`src/rtl/mac_unit_pkg.sv`:
```
// mac_unit_pkg: shared configuration, opcode and state encodings for the MAC unit
package mac_unit_pkg;
  typedef struct packed {
    int XLEN;
  } cvw_t;
  localparam cvw_t CVW_DEFAULT = '{XLEN: 32};
  typedef enum logic [1:0] {
    MAC_MUL = 2'b00,
    MAC_MAC = 2'b01,
    MAC_CLR = 2'b10
  } mac_op_t;
  localparam logic [1:0] S_IDLE = 2'd0;
  localparam logic [1:0] S_BUSY = 2'd1;
  localparam logic [1:0] S_DONE = 2'd2;
endpackage

```
`src/rtl/mac_step.sv`:
```
// mac_step: one shift-add iteration retiring BPC multiplier bits into the running product
module mac_step #(
  parameter int XLEN = 32,
  parameter int BPC  = 2
) (
  input  logic [XLEN-1:0] prod_i,
  input  logic [XLEN-1:0] mcand_i,
  input  logic [BPC-1:0]  mplier_i,
  output logic [XLEN-1:0] prod_o
);
  // add each selected, pre-shifted copy of the multiplicand; carries past XLEN are dropped
  always_comb begin
    prod_o = prod_i;
    for (int i = 0; i < BPC; i++) prod_o = prod_o + (mplier_i[i] ? mcand_i << i : '0);
  end
endmodule

```
`src/rtl/mac_unit.sv`:
```
// mac_unit: multi-cycle shift-add multiply-accumulate responder with a private accumulator
module mac_unit import mac_unit_pkg::*; #(
  parameter cvw_t P   = CVW_DEFAULT,
  parameter int   BPC = 2
) (
  input  logic              clk,
  input  logic              resetn,
  input  logic              FlushE,
  input  logic              ReqValid,
  output logic              ReqReady,
  input  logic [1:0]        Op,
  input  logic              W64,
  input  logic [P.XLEN-1:0] A,
  input  logic [P.XLEN-1:0] B,
  output logic              RespValid,
  input  logic              RespReady,
  output logic [P.XLEN-1:0] Result,
  output logic              Busy
);
  localparam int XLEN      = P.XLEN;
  localparam int MAC_ITERS = XLEN / BPC;
  localparam int CW        = $clog2(MAC_ITERS);
  logic [1:0]      state_q, state_d;
  logic [CW-1:0]   cnt_q, cnt_d;
  logic [XLEN-1:0] mcand_q, mcand_d, mplier_q, mplier_d, prod_q, prod_d;
  logic [XLEN-1:0] acc_q, acc_d, res_q, res_d;
  logic            mac_q, mac_d, w64_q, w64_d;
  logic [XLEN-1:0] step_prod, sum, res_fmt;
  logic            accept;
  assign ReqReady  = state_q == S_IDLE;
  assign Busy      = state_q != S_IDLE;
  assign RespValid = state_q == S_DONE;
  assign Result    = res_q;
  assign accept    = ReqValid & ReqReady & ~FlushE;
  mac_step #(.XLEN(XLEN), .BPC(BPC)) u_step (
    .prod_i  (prod_q),
    .mcand_i (mcand_q),
    .mplier_i(mplier_q[BPC-1:0]),
    .prod_o  (step_prod)
  );
  // the final step's product feeds the result directly so DONE follows the last BUSY cycle
  assign sum     = step_prod + (mac_q ? acc_q : '0);
  assign res_fmt = (XLEN == 64 && w64_q) ? XLEN'($signed(sum[31:0])) : sum;
  // next-state: accept in IDLE, iterate in BUSY, commit Acc on the response handshake; flush wins
  always_comb begin
    state_d  = state_q;
    cnt_d    = cnt_q;
    mcand_d  = mcand_q;
    mplier_d = mplier_q;
    prod_d   = prod_q;
    acc_d    = acc_q;
    res_d    = res_q;
    mac_d    = mac_q;
    w64_d    = w64_q;
    if (state_q == S_IDLE) begin
      if (accept) begin
        mcand_d  = A;
        mplier_d = B;
        prod_d   = '0;
        mac_d    = Op == MAC_MAC;
        w64_d    = W64;
        cnt_d    = CW'(MAC_ITERS - 1);
        state_d  = Op == MAC_CLR ? S_DONE : S_BUSY;
        if (Op == MAC_CLR) res_d = '0;
      end
    end else if (FlushE) begin
      state_d = S_IDLE;
    end else if (state_q == S_BUSY) begin
      prod_d   = step_prod;
      mcand_d  = mcand_q << BPC;
      mplier_d = mplier_q >> BPC;
      cnt_d    = cnt_q - CW'(1);
      if (cnt_q == '0) begin
        state_d = S_DONE;
        res_d   = res_fmt;
      end
    end else if (RespReady) begin
      state_d = S_IDLE;
      acc_d   = res_q;
    end
  end
  // state registers with asynchronous active-low clear
  always_ff @(posedge clk or negedge resetn) begin
    if (!resetn) begin
      state_q  <= S_IDLE;
      cnt_q    <= '0;
      mcand_q  <= '0;
      mplier_q <= '0;
      prod_q   <= '0;
      acc_q    <= '0;
      res_q    <= '0;
      mac_q    <= 1'b0;
      w64_q    <= 1'b0;
    end else begin
      state_q  <= state_d;
      cnt_q    <= cnt_d;
      mcand_q  <= mcand_d;
      mplier_q <= mplier_d;
      prod_q   <= prod_d;
      acc_q    <= acc_d;
      res_q    <= res_d;
      mac_q    <= mac_d;
      w64_q    <= w64_d;
    end
  end
endmodule

```
`config.mk`:
```
export PLATFORM = sky130hd
export DESIGN_NAME = mac_unit
export DESIGN_NICKNAME = d
export VERILOG_FILES = /design/src/rtl/mac_unit_pkg.sv /design/src/rtl/mac_step.sv /design/src/rtl/mac_unit.sv
export SDC_FILE = /design/constraint.sdc
export NUM_CORES = 1
export LEC_CHECK = 0
export BUFFER_PORTS_ARGS = -buffer_cell sky130_fd_sc_hd__clkbuf_2
export CORE_UTILIZATION = 55
export CTS_CLUSTER_DIAMETER = 200
export DETAILED_ROUTE_END_ITERATION = 7
export PLACE_DENSITY = 0.75
export SYNTH_ARGS = -nofsm -noshare
export SYNTH_HDL_FRONTEND = slang
export SYNTH_SLANG_ARGS = --single-unit
```
`constraint.sdc`:
```
create_clock -name clk -period 6.9 [get_ports clk]
set_clock_uncertainty 0.05 [all_clocks]
set_input_delay 1.035 -clock clk [delete_from_list [all_inputs] [get_ports clk]]
set_output_delay 1.035 -clock clk [all_outputs]
set_load 0.02 [all_outputs]
```
==> impl_table.tex <==
\begin{tabular}{lr}
\hline
Metric & Value \\
\hline
\multicolumn{2}{l}{\textbf{Floorplan}} \\
Area inside the core boundary & $\sim$19000 sq um \\
Horiz. Die Dim & 140 microns \\
Die Y-Extent & 140 microns \\
Cell row count & 50 \\
Number of top-level pins & $\sim$110 \\
Initial cell density of the core & 0.563 \\
Area enclosed by the die boundary & roughly 20000 sq um \\
\multicolumn{2}{l}{\textbf{Place}} \\
Cells after DPL & 1326 \\
Dpl cell area & 11200 sq um \\
Number of buffers added on ports & around 110 \\
HPWL reported at the end of detailed placement & 16700 microns \\
Final weighted congestion in routability-driven placement & roughly 0.9 \\
Post-place setup slack & approximately 0.75 ns \\
\multicolumn{2}{l}{\textbf{Timing}} \\
Relative slew slack & 0.255 \\
Number of setup violations in the final report & 0 \\
Hold Violations, Final & 0 \\
Worst Max-Slew Pin Slew & about 1.1 ns \\
Post-route worst hold slack & 0.444 ns \\
Setup repair after global routing missed its margin & false \\
Maximum clock frequency & between 0.15 and 0.2 GHz \\
Final worst path period need & 6.22 ns \\
Final TNS setup & 0 ns \\
Final Cycle Share & 0.902 \\
Final Max Slew Viols & 0 \\
Setup slack after layout & around 0.68 ns \\
\multicolumn{2}{l}{\textbf{Yosys}} \\
Synth area leaders & sky130\_fd\_sc\_hd\_\_dfrtp\_1 (40\%), sky130\_fd\_sc\_hd\_\_ha\_1 (7.5\%), sky130\_fd\_sc\_hd\_\_fa\_1 (6.1\%), sky130\_fd\_sc\_hd\_\_and2\_1 (5.7\%), sky130\_fd\_sc\_hd\_\_a222oi\_1 (5.5\%) \\
Post-synthesis share of cell area spent on full adders, half adders and majority gates & 0.136 \\
Register area share after synthesis & 0.397 \\
Fraction of synthesis flops using an asynchronous set or reset pin & 1.00 \\
Number of flops mapped to enable cells by yosys & 0 \\
Post-synthesis cell type count & a little under 60 \\
Register bit count reported by yosys & around 170 \\
Compound-cell area share of the yosys netlist & 0.196 \\
Proportion of synthesized area in mux cells & 0.0380 \\
Ys Warns & 0 \\
Post-synthesis cell area & approximately 11000 sq um \\
Area share of xor/xnor cells in the synthesized design & 0.0560 \\
Area share of and/or/nand/nor cells after synthesis & 0.130 \\
Avg Synthesized Cell Area & $\sim$10 sq um \\
Post-synth top flop & sky130\_fd\_sc\_hd\_\_dfrtp\_1 \\
Synth Net Count & 1196 \\
Share of the synthesized area in the top cell type & 0.397 \\
Cell type contributing the most total cell area after synthesis & sky130\_fd\_sc\_hd\_\_dfrtp\_1 \\
Cell count after synthesis & 1029 \\
Combinational family with the most area after synthesis & compound AO/OA/AOI/OAI gates \\
\multicolumn{2}{l}{\textbf{Status}} \\
Status & complete, but fails checks \\
Violated checks & DRC \\
\multicolumn{2}{l}{\textbf{Power}} \\
Power Total & around 3.6 mW \\
Reported leakage power & roughly 6.2 nW \\
Max IR drop VDD & between 200 and 250 uV \\
Power density cells & slightly above 300 nW/um\^{}2 \\
\multicolumn{2}{l}{\textbf{Drt}} \\
Number of DRC violations after detailed routing & 1 \\
DRT Wirelength & 24100 microns \\
First-iteration detailed-routing DRC count & about 700 \\
Routed length per instance & about 18 microns \\
Routed vias/inst & approximately 6 \\
Number of antenna-violating nets in the routed design & 0 \\
Routed vias & between 8k and 9k \\
Initial DRT Pass Iterations & 8 \\
\multicolumn{2}{l}{\textbf{Clock network}} \\
Clock latency on the worst-skew pair & between 0.4 and 0.5 ns \\
Number of buffers between clock root and the deepest sink & 2 \\
Resize count post-CTS & 0 \\
Hold Buf Count CTS & 0 \\
TritonCTS clock tree & done \\
H-tree lvl count & 4 \\
Number of CTS-inserted buffers & 17 \\
Number of buffers inserted by post-CTS setup repair & 0 \\
TritonCTS Sinks & roughly 170 \\
Clock slew seen by the registers of the worst setup and hold paths & about 0.080 ns \\
CTS Root Buffer Type & sky130\_fd\_sc\_hd\_\_clkbuf\_16 \\
\multicolumn{2}{l}{\textbf{Final layout}} \\
Final cell count without fillers & $\sim$1.4k \\
Antenna cells & 0 \\
Core occupancy in the finished layout & 0.635 \\
Total Nets Final & between 1k and 1.5k \\
Layout overhead on the synthesized area & 12.9\% \\
Layout cell share with drive strength beyond 1 & 0.171 \\
Area of all placed cells without fillers & between 10000 and 15000 sq um \\
\multicolumn{2}{l}{\textbf{GRT}} \\
Total track usage & 0.258 \\
Largest net degree at the start of global routing & 100 \\
Antenna violations before repair & 0 \\
Overflow left after global routing & 0 \\
Vias in the first global route & $\sim$8k \\
First-pass GRT wire length & about 40000 microns \\
\multicolumn{2}{l}{\textbf{Worst setup path}} \\
Start-to-end type of the worst setup path & flop to flop \\
Endpoint arrival time on the critical path & approximately 6.5 ns \\
Maximum fanout count along the critical path & 9 \\
Most prevalent standard cell on the critical path & sky130\_fd\_sc\_hd\_\_o21ai\_0 \\
Crit path buffers/inverters & 1 \\
Crit-path slowest cell & sky130\_fd\_sc\_hd\_\_a211oi\_1 \\
Category of the worst setup path capture point & flop \\
CP required & 7.15 ns \\
Delay of the slowest cell on the worst path & approximately 0.5 ns \\
CP top delay family & compound AO/OA/AOI/OAI gates \\
Kind of launch point of the worst setup path & flop \\
\multicolumn{2}{l}{\textbf{Flow run}} \\
Max-cap violations & 0 \\
\multicolumn{2}{l}{\textbf{Hold path}} \\
Worst Hold Class & flop to flop \\
\hline
\end{tabular}
logic make-up after synthesis:
logic type,Yosys count
AOI/OAI and AO/OA,278
and+or+nand+nor,260
muxes,36
DFF,167
xor gates and xnor gates,62
buffers and inverters,131
adders and majority gates,95
state kept, by name, indices dropped and copies added (netlist names):
name and flops:
mcand_q 32, Result 32, mac_q 1, cnt_q 4, state_q 2, mplier_q 32, prod_q 32, acc_q 32
power by group:
part	leakage [nW]	internal [mW]	switching, mW
registers	2.21	1.12	0.144
logic	3.70	0.591	0.774
clock network	0.306	0.507	0.509
metal layers:
layer | vias to the layer above | track usage | routed length (microns) | share of wire
met4 | 0 | 0.0850 | 427 | 0.018
met5 | - | 0 | 0 | 0
met1 | 3978 | 0.365 | 11200 | 0.46
met3 | 30 | 0.0410 | 1390 | 0.058
li1 | 3875 | - | - | -
met2 | 224 | 0.406 | 11100 | 0.46
worst reg2reg max path, cell delays in order (launching register included):
cell and delay, ns:
sky130_fd_sc_hd__dfrtp_1 0.48, sky130_fd_sc_hd__and2_1 0.20, sky130_fd_sc_hd__fa_1 0.50, sky130_fd_sc_hd__ha_1 0.17, sky130_fd_sc_hd__inv_1 0.06, sky130_fd_sc_hd__fa_1 0.46, sky130_fd_sc_hd__nor2b_1 0.18, sky130_fd_sc_hd__o2111ai_1 0.16
sky130_fd_sc_hd__nand2_1 0.14, sky130_fd_sc_hd__a21o_1 0.14, sky130_fd_sc_hd__a21o_1 0.15, sky130_fd_sc_hd__nand3_1 0.08, sky130_fd_sc_hd__nand2_1 0.10, sky130_fd_sc_hd__xor2_1 0.26, sky130_fd_sc_hd__ha_1 0.33, sky130_fd_sc_hd__a21oi_1 0.15
sky130_fd_sc_hd__o21ai_0 0.10, sky130_fd_sc_hd__a21oi_1 0.15, sky130_fd_sc_hd__nor2b_1 0.06, sky130_fd_sc_hd__a211oi_1 0.51, sky130_fd_sc_hd__o21ai_0 0.32, sky130_fd_sc_hd__a31oi_1 0.32, sky130_fd_sc_hd__o21ai_0 0.13, sky130_fd_sc_hd__a31oi_1 0.28
sky130_fd_sc_hd__o21ai_0 0.12, sky130_fd_sc_hd__a31oi_1 0.23, sky130_fd_sc_hd__xor2_1 0.17, sky130_fd_sc_hd__o21ai_0 0.09
cell usage after synthesis, drive strengths merged, types with 4 or more instances:
library cell and instances:
a221o 4, o211ai 5, a222oi 58, and2 97
dfrtp 167, o21ai 62, o21bai 4, xor2 26
a21o 22, a31oi 10, o21a 7, a211oi 4
mux2 32, clkbuf 49, mux2i 4, nor4 4
fa 32, inv 80, nor2 26, nor2b 10
ha 63, and3 7, nand2 72, a22o 36
xnor2 34, nor3 9, nand3 11, a21oi 45
nand2b 10
placed cells by master, fill, tap and decap left out, drive strengths merged, types with 5 or more instances in the layout:
cell type  Yosys  routed
xnor2         34      34
nor2          26      26
a22o          36      36
dfrtp        167     167
nor2b         10      10
and3           7       7
inv           80      89
o21ai         62      62
a222oi        58      58
ha            63      63
a21oi         45      45
buf            2      10
nand2         72      72
a21o          22      22
o211ai         5       5
o21a           7       7
xor2          26      26
nand2b        10      10
nand3         11      11
nor3           9       9
and2          97      97
mux2          32      32
clkbuf        49     121
clkinv         0       6
fa            32      32
a31oi         10      10
layout make-up:
type / count / area [sq um]
clock buffer: 17 / 425
inverter: 80 / 300
fill: 1512 / 6830
multi-input combinational: 731 / 5870
clock inverter: 15 / 211
timing repair buffer: 114 / 599
sequential: 167 / 4180
tap: 234 / 293
worst paths after layout:
| path | from | endpoint | slack (ns) | cells past startpoint |
|---|---|---|---|---|
| min | mplier_q[3] | mplier_q[3] | 0.44 | 2 |
| max in group asynchronous | resetn | prod_q[16] | 4.79 | 2 |
| min in group asynchronous | resetn | Result[4] | 0.61 | 1 |
| max | mplier_q[1] | Result[28] | 0.68 | 27 |
| min reg2reg | mplier_q[3] | mplier_q[3] | 0.44 | 2 |
| max reg2reg | mplier_q[1] | Result[28] | 0.68 | 27 |
(Power assumes the default switching activity.)
